### src/rtl/pipeline_hazard_unit.sv
// Load-use stall, branch flush and EX operand forwarding control for a classic
// five-stage pipeline, with saturating stall/flush statistics counters.
module pipeline_hazard_unit #(
  parameter int REG_NUM_WIDTH     = 5,
  parameter int DATA_WIDTH        = 32,
  parameter int LOAD_STALL_CYCLES = 1,
  parameter int CNT_WIDTH         = 32
) (
  input  logic                     clk,
  input  logic                     rst,
  input  logic                     idValid,
  input  logic [REG_NUM_WIDTH-1:0] idRs,
  input  logic [REG_NUM_WIDTH-1:0] idRt,
  input  logic                     idRsUsed,
  input  logic                     idRtUsed,
  input  logic                     idWrEnable,
  input  logic [REG_NUM_WIDTH-1:0] idWrNum,
  input  logic                     idIsLoad,
  input  logic                     brTaken,
  input  logic [DATA_WIDTH-1:0]    wbData,
  output logic                     stall,
  output logic                     flush,
  output logic [1:0]               fwdSelA,
  output logic [1:0]               fwdSelB,
  output logic [DATA_WIDTH-1:0]    lateData,
  output logic [CNT_WIDTH-1:0]     stallCount,
  output logic [CNT_WIDTH-1:0]     flushCount
);

  localparam logic [2:0]               STALL_RELOAD = 3'(LOAD_STALL_CYCLES - 1);
  localparam logic [REG_NUM_WIDTH-1:0] REG_ZERO     = {REG_NUM_WIDTH{1'b0}};
  localparam logic [CNT_WIDTH-1:0]     CNT_MAX      = {CNT_WIDTH{1'b1}};
  localparam logic [CNT_WIDTH-1:0]     CNT_ONE      = CNT_WIDTH'(1);

  // Stage shadow records (WB/LATE isLoad is never consulted, so it is not kept)
  logic                     r_ex_valid, r_ex_wr, r_ex_load, r_ex_rs_used, r_ex_rt_used;
  logic [REG_NUM_WIDTH-1:0] r_ex_num, r_ex_rs, r_ex_rt;
  logic                     r_mem_valid, r_mem_wr, r_mem_load;
  logic [REG_NUM_WIDTH-1:0] r_mem_num;
  logic                     r_wb_valid, r_wb_wr;
  logic [REG_NUM_WIDTH-1:0] r_wb_num;
  logic                     r_late_valid, r_late_wr;
  logic [REG_NUM_WIDTH-1:0] r_late_num;
  logic [DATA_WIDTH-1:0]    r_late_data;
  logic [2:0]               r_stall_cnt;
  logic [CNT_WIDTH-1:0]     r_stall_count, r_flush_count;

  logic w_id_rs_hit, w_id_rt_hit, w_hazard, w_flush, w_stall;
  logic w_a_mem, w_a_wb, w_a_late, w_b_mem, w_b_wb, w_b_late;

  function automatic logic src_match(
    input logic                     used,
    input logic [REG_NUM_WIDTH-1:0] src,
    input logic                     valid,
    input logic                     wr,
    input logic [REG_NUM_WIDTH-1:0] num
  );
    return used && (src != REG_ZERO) && valid && wr && (num == src);
  endfunction

  // A load result sitting in MEM is not yet available, so it selects the register file
  function automatic logic [1:0] fwd_pick(
    input logic mem_hit,
    input logic mem_load,
    input logic wb_hit,
    input logic late_hit
  );
    logic [1:0] sel;
    if (mem_hit) begin
      sel = mem_load ? 2'b00 : 2'b01;
    end else if (wb_hit) begin
      sel = 2'b10;
    end else if (late_hit) begin
      sel = 2'b11;
    end else begin
      sel = 2'b00;
    end
    return sel;
  endfunction

  assign w_id_rs_hit = src_match(idRsUsed, idRs, r_ex_valid, r_ex_wr, r_ex_num) && r_ex_load;
  assign w_id_rt_hit = src_match(idRtUsed, idRt, r_ex_valid, r_ex_wr, r_ex_num) && r_ex_load;
  assign w_hazard    = idValid && (w_id_rs_hit || w_id_rt_hit);
  assign w_flush     = brTaken && r_mem_valid;
  assign w_stall     = (w_hazard || (r_stall_cnt != 3'd0)) && !w_flush;

  assign w_a_mem  = src_match(r_ex_rs_used, r_ex_rs, r_mem_valid,  r_mem_wr,  r_mem_num);
  assign w_a_wb   = src_match(r_ex_rs_used, r_ex_rs, r_wb_valid,   r_wb_wr,   r_wb_num);
  assign w_a_late = src_match(r_ex_rs_used, r_ex_rs, r_late_valid, r_late_wr, r_late_num);
  assign w_b_mem  = src_match(r_ex_rt_used, r_ex_rt, r_mem_valid,  r_mem_wr,  r_mem_num);
  assign w_b_wb   = src_match(r_ex_rt_used, r_ex_rt, r_wb_valid,   r_wb_wr,   r_wb_num);
  assign w_b_late = src_match(r_ex_rt_used, r_ex_rt, r_late_valid, r_late_wr, r_late_num);

  assign stall      = w_stall;
  assign flush      = w_flush;
  assign fwdSelA    = fwd_pick(w_a_mem, r_mem_load, w_a_wb, w_a_late);
  assign fwdSelB    = fwd_pick(w_b_mem, r_mem_load, w_b_wb, w_b_late);
  assign lateData   = r_late_data;
  assign stallCount = r_stall_count;
  assign flushCount = r_flush_count;

  // Shift the stage records, injecting bubbles on stall/flush
  always_ff @(posedge clk or posedge rst) begin
    if (rst) begin
      r_ex_valid   <= 1'b0;
      r_ex_wr      <= 1'b0;
      r_ex_load    <= 1'b0;
      r_ex_num     <= REG_ZERO;
      r_ex_rs      <= REG_ZERO;
      r_ex_rt      <= REG_ZERO;
      r_ex_rs_used <= 1'b0;
      r_ex_rt_used <= 1'b0;
      r_mem_valid  <= 1'b0;
      r_mem_wr     <= 1'b0;
      r_mem_load   <= 1'b0;
      r_mem_num    <= REG_ZERO;
      r_wb_valid   <= 1'b0;
      r_wb_wr      <= 1'b0;
      r_wb_num     <= REG_ZERO;
      r_late_valid <= 1'b0;
      r_late_wr    <= 1'b0;
      r_late_num   <= REG_ZERO;
      r_late_data  <= {DATA_WIDTH{1'b0}};
    end else begin
      r_ex_valid   <= idValid && !w_stall && !w_flush;
      r_ex_wr      <= idWrEnable;
      r_ex_load    <= idIsLoad;
      r_ex_num     <= idWrNum;
      r_ex_rs      <= idRs;
      r_ex_rt      <= idRt;
      r_ex_rs_used <= idRsUsed;
      r_ex_rt_used <= idRtUsed;
      r_mem_valid  <= r_ex_valid && !w_flush;
      r_mem_wr     <= r_ex_wr;
      r_mem_load   <= r_ex_load;
      r_mem_num    <= r_ex_num;
      r_wb_valid   <= r_mem_valid;
      r_wb_wr      <= r_mem_wr;
      r_wb_num     <= r_mem_num;
      r_late_valid <= r_wb_valid;
      r_late_wr    <= r_wb_wr;
      r_late_num   <= r_wb_num;
      if (r_wb_valid && r_wb_wr) begin
        r_late_data <= wbData;
      end else begin
        r_late_data <= r_late_data;
      end
    end
  end

  // Bubble countdown: the hazard cycle itself is the first bubble
  always_ff @(posedge clk or posedge rst) begin
    if (rst) begin
      r_stall_cnt <= 3'd0;
    end else if (w_flush) begin
      r_stall_cnt <= 3'd0;
    end else if (r_stall_cnt != 3'd0) begin
      r_stall_cnt <= r_stall_cnt - 3'd1;
    end else if (w_hazard) begin
      r_stall_cnt <= STALL_RELOAD;
    end else begin
      r_stall_cnt <= 3'd0;
    end
  end

  // Saturating statistics counters
  always_ff @(posedge clk or posedge rst) begin
    if (rst) begin
      r_stall_count <= {CNT_WIDTH{1'b0}};
      r_flush_count <= {CNT_WIDTH{1'b0}};
    end else begin
      if (w_stall && (r_stall_count != CNT_MAX)) begin
        r_stall_count <= r_stall_count + CNT_ONE;
      end else begin
        r_stall_count <= r_stall_count;
      end
      if (w_flush && (r_flush_count != CNT_MAX)) begin
        r_flush_count <= r_flush_count + CNT_ONE;
      end else begin
        r_flush_count <= r_flush_count;
      end
    end
  end

endmodule

### config.mk
export PLATFORM = sky130hd
export DESIGN_NAME = pipeline_hazard_unit
export DESIGN_NICKNAME = d
export VERILOG_FILES = /design/src/rtl/pipeline_hazard_unit.sv
export SDC_FILE = /design/constraint.sdc
export NUM_CORES = 1
export LEC_CHECK = 0
export CAP_MARGIN = 40
export CORE_MARGIN = 5
export CORE_UTILIZATION = 49
export DETAILED_ROUTE_END_ITERATION = 12
export PLACE_DENSITY = 0.78
export SLEW_MARGIN = 10
export SYNTH_ARGS = -nofsm -noshare
export SYNTH_HDL_FRONTEND = slang
export SYNTH_SLANG_ARGS = --single-unit
### constraint.sdc
create_clock -name clk -period 5.52 [get_ports clk]
set_input_delay 1.104 -clock clk [delete_from_list [all_inputs] [get_ports clk]]
set_output_delay 1.104 -clock clk [all_outputs]
set_load 0.05 [all_outputs]
==> run_results.csv, run 1 <==
group,metric,value,unit
logic_synthesis,netlist_instances,506,
clocking,cts_setup_buffers,0,
power_and_ir_drop,power,3040,uW
clocking,clockBufferDepth,2,
global_route,grt_first_pass_wirelength,24.2,mm
power_and_ir_drop,cellInternalPower,2160,uW
global_route,grt_max_degree,55,
die,ios,157,
layout,fin_nets,738,
worst_setup_path,path_depth,6,
clocking,worstSkewPairLatency,430,ps
layout,final_cell_mix,"clkdlybuf4s50_1 (156), dfrtp_1 (141), xnor2_1 (59)",
sta,fin_skew,7.98,ps
job,drv_cap,0,
sta,worst_slack,963,ps
sta,finalSetupTns,0,ps
placed_design,dp_hpwl,10.7,mm
placed_design,place_area,0.00783,mm^2
worst_setup_path,startpoint,"idRt[0]",
placed_design,port_buffers,156,
global_route,antenna_found_initial,0,
drt,ant_nets,0,
worst_setup_path,required,4420,ps
drt,dr.pass1.iters,4,
worst_setup_path,worstPathCellList,"clkdlybuf4s50_1 > xor2_1 > nor3_1 > a41oi_1 > nand2_1 > clkdlybuf4s50_1",
clocking,numCtsBuffers,17,
die,dieWidth,121,um
global_route,grt_pass1_vias,4688,
worst_setup_path,critPathSlowestCell,"clkdlybuf4s50_1",
drt,routedWlPerCell,17.3,um
logic_synthesis,ys_seq_area_share,58.4,%
clocking,htreeDepth,4,
power_and_ir_drop,power_frac_clock,40.5,%
worst_setup_path,start_kind,"primary input",
drt,wirelength,14.8,mm
sta,rsz0062_at_grt,"false",
logic_synthesis,yosysWarnings,0,
layout,area_growth,40.4,%
worst_setup_path,worstPathMaxFanout,5,
power_and_ir_drop,sw_frac_of_total,29.1,%
logic_synthesis,syn-num-nets,565,
worst_setup_path,reg2reg_depth,7,
drt,vias,4531,
logic_synthesis,netlist_area,0.00604,mm^2
drt,drtIter0Drc,321,
worst_setup_path,cp-end-kind,"output pin",
clocking,cts_sinks,141,
hold_path,min_from,"r_mem_wr",
logic_synthesis,synth_seq_cells,141,
clocking,holdBufCountCts,0,
layout,drive_gt1_share,10.3,%
drt,drc,0,
placed_design,post-place-ws,967,ps
power_and_ir_drop,combPwrFrac,20.0,%
sta,relSlewSlack,62.1,%
power_and_ir_drop,p_per_area,359,mW/mm^2
sta,setup_violations,0,
hold_path,hold_path.class,"flop to flop",
placed_design,gp_congestion,0.869,
die,rows,40,
die,core_area,0.0121,mm^2
logic_synthesis,syn_avg_cell_area,11.9,um^2
logic_synthesis,synth.distinct_cells,38,
sta,post-route-period-util,82.6,%
worst_setup_path,crit_buf_inv,2,
worst_setup_path,path_class,"primary input to output pin",
sta,fmax,219,MHz
worst_setup_path,path_delay_family,"buffers and inverters",
drt,via_per_inst,5.27,
layout,regArea,0.00353,mm^2
sta,period_minus_slack,4560,ps
layout,fill_cells,899,
layout,fin_util,70.3,%
power_and_ir_drop,switching_power,883,uW
die,die_h,121,um
layout,final_area,0.00848,mm^2
sta,tightest_slew,562,ps
power_and_ir_drop,seq_power_share,39.5,%
clocking,clk_root_buffer_cell,"clkbuf_16",
layout,n_antenna_cell,0,
die,die-area,0.0146,mm^2
power_and_ir_drop,leakage,0.00357,uW
status,status,"finished, final reports clean",
global_route,grt_util_all_layers,21.0,%
worst_setup_path,arrival,3450,ps
layout,layout_commonest_cell,"clkdlybuf4s50_1",
sta,hold_viol_final,0,
clocking,postCtsResizedCells,0,
global_route,grt_overflow,0,
die,start_util,50.1,%
worst_setup_path,cpPeakStageDelay,820,ps
clocking,cts_tree,"built",
clocking,clk_pin_slew_worst_paths,60,ps
worst_setup_path,path_common_cell,"clkdlybuf4s50_1",
power_and_ir_drop,peakVddDrop,0.000357,V
hold_path,hold_depth,0,
sta,final_max_slew_viol_count,0,
layout,multi_input_area,0.00243,mm^2
worst_setup_path,reg2reg_from,"stallCount[0]",
cells by family (layout without fill, tap and decap cells):
family / after synthesis / count (layout) / synth area share [%]
AND/OR/NAND/NOR: 187 / 187 / 16.2
XOR/XNOR: 98 / 98 / 14.2
flip-flops: 141 / 141 / 58.4
AO/OA/AOI/OAI: 23 / 23 / 2.86
adder cells (fa/ha/maj): 4 / 4 / 0.829
buffers and inverters: 20 / 206 / 1.33
multiplexers: 33 / 33 / 6.16
Yosys cell counts, drive strengths merged:
library cell	number	area share, %
dfrtp	141	58
xnor2	59	8.6
xor2	39	5.7
nand2	36	2.2
mux2	33	6.2
nand3	32	2.7
nor2	29	1.8
nand4	23	2.4
nor3	15	1.2
and3	14	1.5
inv	14	0.87
nor4	9	0.93
or4	8	0.99
o21ai	6	0.50
and4	5	0.73
buf	5	0.39
a21oi	4	0.33
and2	4	0.41
ha	4	0.83
nor3b	4	0.50
or3	4	0.41
a21o	2	0.25
a31oi	2	0.21
nor2b	2	0.21
or2	2	0.21
a2111oi	1	0.25
a211oi	1	0.12
a221o	1	0.17
a2bb2oi	1	0.25
a311oi	1	0.15
a41o	1	0.17
a41oi	1	0.15
clkinv	1	0.062
o21bai	1	0.12
o22ai	1	0.21
power groups by stage:
stage	Combinational, uW	Sequential [uW]	Clock [uW]
3_5_place_dp	615	1210	0
3_3_place_gp	601	1210	0
6_report	609	1200	1230
2_1_floorplan	133	1450	0
5_1_grt	640	1210	1300
4_1_cts	617	1200	1260
area by class of cell:
cell class / instances / share of cell area [%]
Clock buffer: 22 / 5.71
Clock inverter: 10 / 1.89
Inverter: 15 / 0.723
Multi-Input combinational cell: 345 / 28.6
Sequential cell: 141 / 41.6
Tap cell: 168 / 2.48
Timing Repair Buffer: 159 / 18.9
per-layer routing:
| layer | track usage, % | vias to the layer above | part of all wire [%] |
|---|---|---|---|
| met5 | 0 | - | 0 |
| met4 | 6.09 | 0 | 1.1 |
| met1 | 28.8 | 2250 | 46 |
| met2 | 32.4 | 157 | 46 |
| met3 | 6.43 | 15 | 6.9 |
| li1 | - | 2109 | - |
final timing paths:
check	endpoint	slack, ps
min in group asynchronous	r_ex_rt[0]	1070
min	r_wb_wr	380
max in group asynchronous	r_late_wr	3250
max	stall	960
min reg2reg	r_wb_wr	380
max reg2reg	stallCount[18]	2900
metrics by stage:
step / cells / hold slack, ps
2_1_floorplan: 506 / 354
3_3_place_gp: 827 / 361
3_5_place_dp: 828 / 373
4_1_cts: 860 / 382
5_1_grt: 860 / 382
6_report: 860 / 380
worst register-to-register path: stages, from the launching register on:
cell and delay [ps]:
dfrtp_1 400, ha_1 210, and4_1 250, nand3_1 150
or4_1 680, o22ai_2 500, nor3_1 130, xor2_1 170
(Power assumes the default switching activity.)
==> run 2: changes to the inputs <==
==> constraint.sdc (replaced) <==
create_clock -name clk -period 4.55 [get_ports clk]
set_input_delay 0.91 -clock clk [delete_from_list [all_inputs] [get_ports clk]]
set_output_delay 0.91 -clock clk [all_outputs]
set_load 0.05 [all_outputs]
==> run 2 against run 1 <==
- setup slack lost 600 ps
- clock skew grew 1.9 ps
- final cell count shrank 0.23%
- design area shrank 0.92%
- via count shrank 0.84%
- first-iteration DRC count grew 5.0%
- sequential share of layout area grew 0.38 points
- critical path depth is the same
- power grew 15%
- clock power grew 7%
- critical path type unchanged
- sequential power grew 21%
==> run_results.csv, run 2 (synthesized netlist as in run 1, its figures left out) <==
group,metric,value,unit
status,status,"finished, final reports clean",
power_and_ir_drop,leakage,0.00354,uW
sta,setup_violations,0,
placed_design,dp_hpwl,10.9,mm
drt,drc,0,
placed_design,gp_congestion,0.877,
power_and_ir_drop,power_frac_clock,37.6,%
sta,final_max_slew_viol_count,0,
worst_setup_path,cpPeakStageDelay,830,ps
worst_setup_path,path_common_cell,"clkdlybuf4s50_1",
clocking,holdBufCountCts,0,
job,drv_cap,0,
power_and_ir_drop,sw_frac_of_total,29.6,%
clocking,clk_root_buffer_cell,"clkbuf_16",
drt,ant_nets,0,
layout,fin_util,69.6,%
power_and_ir_drop,power,3510,uW
layout,final_cell_mix,"clkdlybuf4s50_1 (156), dfrtp_1 (141), xnor2_1 (59)",
die,start_util,50.1,%
placed_design,placedCellCount,829,
clocking,clockBufferDepth,2,
clocking,numCtsBuffers,17,
drt,via_per_inst,5.24,
die,die_h,121,um
placed_design,post-place-ws,361,ps
clocking,postCtsResizedCells,0,
die,dieWidth,121,um
sta,fmax,239,MHz
die,core_area,0.0121,mm^2
clocking,cts_tree,"built",
sta,finalSetupTns,0,ps
layout,layout.cells.non_filler,858,
die,ios,157,
layout,n_antenna_cell,0,
worst_setup_path,worstPathCellList,"clkdlybuf4s50_1 > or2_0 > o21ai_0 > a41oi_1 > nand2_1 > clkdlybuf4s50_1",
drt,vias,4493,
die,rows,40,
layout,fill_cells,895,
layout,area_growth,39.1,%
worst_setup_path,critPathSlowestCell,"clkdlybuf4s50_1",
sta,relSlewSlack,45.8,%
power_and_ir_drop,peakVddDrop,0.000349,V
placed_design,port_buffers,156,
sta,fin_skew,9.90,ps
worst_setup_path,cp-end-kind,"output pin",
drt,wirelength,15.0,mm
drt,routedWlPerCell,17.4,um
hold_path,hold_path.class,"flop to flop",
sta,period_minus_slack,4180,ps
global_route,grt_first_pass_wirelength,24.4,mm
power_and_ir_drop,switching_power,1040,uW
drt,drtIter0Drc,337,
clocking,htreeDepth,4,
clocking,cts_sinks,141,
drt,dr.pass1.iters,4,
worst_setup_path,worstPathMaxFanout,5,
power_and_ir_drop,cellInternalPower,2470,uW
worst_setup_path,required,3640,ps
clocking,worstSkewPairLatency,420,ps
global_route,grt_util_all_layers,21.2,%
power_and_ir_drop,combPwrFrac,21.0,%
layout,drive_gt1_share,10.1,%
sta,tightest_slew,811,ps
global_route,antenna_found_initial,0,
sta,post-route-period-util,91.9,%
worst_setup_path,path_class,"primary input to output pin",
clocking,clk_pin_slew_worst_paths,50,ps
worst_setup_path,arrival,3270,ps
worst_setup_path,path_delay_family,"buffers and inverters",
sta,rsz0062_at_grt,"false",
layout,layout_commonest_cell,"clkdlybuf4s50_1",
clocking,cts_setup_buffers,0,
sta,hold_viol_final,0,
worst_setup_path,crit_buf_inv,2,
sta,worst_slack,367,ps
worst_setup_path,start_kind,"primary input",
global_route,grt_pass1_vias,4676,
global_route,grt_overflow,0,
layout,fin_nets,739,
power_and_ir_drop,seq_power_share,41.4,%
die,die-area,0.0146,mm^2
global_route,grt_max_degree,69,
power_and_ir_drop,p_per_area,418,mW/mm^2
run 2: changes by cell type in the layout (fill, tap and decap cells not counted), sizes merged:
cell / change
inv: -1
buf: +1
clkinvlp: -1
bufinv: -3
clkbuf: +1
clkinv: +1
run 2: power groups by stage:
stage               Combinational (uW)  Sequential [uW]  Clock, uW
floorplan                          162             1760          0
global route                       772             1470       1400
global placement                   731             1470          0
CTS                                744             1450       1340
finish                             736             1450       1320
detailed placement                 740             1470          0
run 2: path summary, 6_finish.rpt:
kind | start | to | slack, ps | cells past startpoint
worst max-delay path | idRt[4] | stall | 370 | 6
worst min-delay path | r_wb_valid | r_late_valid | 370 | 0
worst max register to register | stallCount[0] | stallCount[14] | 1920 | 7
worst min register to register | r_wb_valid | r_late_valid | 370 | 0
max in group asynchronous | rst | flushCount[31] | 2610 | 3
min in group asynchronous | rst | lateData[31] | 1010 | 2
run 2: per-stage QoR:
step	instance area [um^2]	hold WS (ps)
2_1_floorplan	6040	354
3_3_place_gp	7830	358
3_5_place_dp	7830	363
4_1_cts	8400	375
5_1_grt	8400	379
6_report	8400	371
run 2: area by class of cell:
| cell class | instances | area (um^2) | area share [%] |
|---|---|---|---|
| timing repair buffer | 160 | 1600 | 19.1 |
| clock buffer | 23 | 508 | 6.05 |
| clock inverter | 6 | 60.1 | 0.715 |
| tap | 168 | 210 | 2.50 |
| multi-input combinational | 345 | 2430 | 28.9 |
| sequential | 141 | 3530 | 42.0 |
| inverter | 15 | 60.1 | 0.715 |
run 2: routing by layer:
layer  wire length [um]  GRT usage [%]  part of all wire, %
met3                902           5.64                  6.0
met2               7060           33.2                   47
met4                180           6.94                  1.2
met1               6810           28.9                   46
met5                  0              0                    0
run 2: worst reg2reg max path, stage by stage, from the launching register on:
cell,delay [ps]
dfrtp_1,410
ha_1,220
and4_1,250
nand3_1,140
or4_1,680
o22ai_2,510
nor3_1,130
xor2_1,170
==> run 3: changes to the inputs <==
--- a/config.mk
+++ b/config.mk
@@ -7,9 +7,9 @@
 export LEC_CHECK = 0
 export CAP_MARGIN = 40
 export CORE_MARGIN = 5
-export CORE_UTILIZATION = 49
+export CORE_UTILIZATION = 44
 export DETAILED_ROUTE_END_ITERATION = 12
-export PLACE_DENSITY = 0.78
+export PLACE_DENSITY = 0.74
 export SLEW_MARGIN = 10
 export SYNTH_ARGS = -nofsm -noshare
 export SYNTH_HDL_FRONTEND = slang
==> constraint.sdc (replaced) <==
create_clock -name clk -period 3.36 [get_ports clk]
set_input_delay 0.672 -clock clk [delete_from_list [all_inputs] [get_ports clk]]
set_output_delay 0.672 -clock clk [all_outputs]
set_load 0.05 [all_outputs]
==> run 3 against run 2 <==
- non-clock buffer count up 1
- via count up 0.49%
- setup slack worse by 72 ps
- clock power up 49%
- worst hold slack better by 10 ps
- highest routed layer unchanged
- utilization down 6.0 points
- die area up 10%
- sequential share of layout area down 0.45 points
- final cell count up 1.4%
- first-iteration DRC count down 44%
- power up 41%
- sequential power up 35%
- critical path type is now flop to output pin
==> run_results.csv, run 3 (synthesized netlist as in run 1, its figures left out) <==
group,metric,value,unit
status,status,"finished, final reports clean",
sta,relSlewSlack,59.3,%
sta,rsz0062_at_grt,"false",
placed_design,placedCellCount,838,
sta,post-route-period-util,91.2,%
layout,area_growth,40.6,%
clocking,cts_tree,"built",
worst_setup_path,arrival,2390,ps
power_and_ir_drop,power,4930,uW
die,core_area,0.0133,mm^2
sta,setup_violations,0,
global_route,grt_max_degree,99,
power_and_ir_drop,p_per_area,581,mW/mm^2
sta,tightest_slew,608,ps
clocking,clk_pin_slew_worst_paths,60,ps
clocking,cts_sinks,141,
global_route,grt_pass1_vias,4707,
power_and_ir_drop,peakVddDrop,0.000309,V
layout,final_cell_mix,"clkdlybuf4s50_1 (150), dfrtp_1 (141), xnor2_1 (59)",
layout,regArea,0.00353,mm^2
drt,wirelength,14.4,mm
clocking,holdBufCountCts,0,
worst_setup_path,critPathSlowestCell,"or4_1",
layout,final_area,0.00849,mm^2
placed_design,place_area,0.00786,mm^2
layout,fin_util,63.6,%
layout,drive_gt1_share,11.5,%
clocking,cts_setup_buffers,0,
job,drv_cap,0,
global_route,grt_util_all_layers,18.6,%
worst_setup_path,cpPeakStageDelay,560,ps
worst_setup_path,path_delay_family,"simple AND/OR/NAND/NOR gates",
die,die-area,0.0162,mm^2
worst_setup_path,required,2690,ps
global_route,grt_first_pass_wirelength,24.2,mm
power_and_ir_drop,leakage,0.00359,uW
sta,hold_viol_final,0,
layout,n_antenna_cell,0,
worst_setup_path,path_class,"flop to output pin",
die,start_util,45.2,%
placed_design,port_buffers,156,
sta,final_max_slew_viol_count,0,
die,dieWidth,127,um
drt,via_per_inst,5.19,
drt,ant_nets,0,
die,ios,157,
drt,dr.pass1.iters,4,
sta,fmax,326,MHz
hold_path,hold_path.class,"flop to flop",
global_route,grt_overflow,0,
global_route,antenna_found_initial,0,
sta,fin_skew,8.08,ps
clocking,numCtsBuffers,17,
drt,drtIter0Drc,188,
drt,routedWlPerCell,16.5,um
sta,period_minus_slack,3070,ps
clocking,postCtsResizedCells,0,
worst_setup_path,cp-end-kind,"output pin",
drt,vias,4515,
die,rows,42,
layout,layout_commonest_cell,"clkdlybuf4s50_1",
drt,drc,0,
worst_setup_path,start_kind,"flop",
layout,fin_nets,740,
sta,finalSetupTns,0,ps
worst_setup_path,worstPathMaxFanout,4,
clocking,worstSkewPairLatency,410,ps
layout,layout.cells.non_filler,870,
worst_setup_path,worstPathCellList,"or4_1 > o21ai_0 > nor4_1 > nor3b_1 > a21o_1 > buf_4",
layout,multi_input_area,0.00243,mm^2
placed_design,gp_congestion,0.903,
worst_setup_path,crit_buf_inv,1,
clocking,clockBufferDepth,2,
placed_design,dp_hpwl,10.6,mm
die,die_h,127,um
clocking,htreeDepth,4,
clocking,clk_root_buffer_cell,"clkbuf_16",
layout,fill_cells,1054,
run 3: path summary, 6_finish.rpt:
check	cells after the start	slack (ps)	endpoint	start
min	0	380	r_wb_wr	r_mem_wr
max	6	290	fwdSelA[0]	r_ex_rs[1]
max in group asynchronous	3	2140	flushCount[5]	rst
min reg2reg	0	380	r_wb_wr	r_mem_wr
min in group asynchronous	2	510	lateData[30]	rst
max reg2reg	7	760	stallCount[18]	stallCount[0]
run 3: area by class of cell:
cell class              instances  area share, %
multi-input cells             345           28.6
repair buffers                161           19.1
clock inverters                14           2.27
inverters                      15          0.707
flip-flops and latches        141           41.6
clock buffers                  18           5.17
well taps                     176           2.59
run 3: layer usage:
metal  part of all wire (%)  wire, um  GRT usage, %
met1                     46      6630          25.3
met2                     46      6680          29.1
met3                    5.5       784          4.84
met4                    1.9       275          6.25
met5                      0         0             0
run 3: power breakdown:
group          switching [uW]  internal (uW)
Sequential                121           1840
Combinational             618            382
Clock                     705           1260
run 3: worst register-to-register path: stages, from the launching register on:
cell,delay (ps)
dfrtp_1,410
ha_1,220
and4_1,250
nand3_1,140
or4_1,660
o22ai_2,480
nor3_1,130
xor2_1,170
run 3: stage by stage:
step           setup slack [ps]  hold slack (ps)
2_1_floorplan               611              354
3_3_place_gp                394              356
3_5_place_dp                401              362
4_1_cts                     283              386
5_1_grt                     114              398
6_report                    295              382
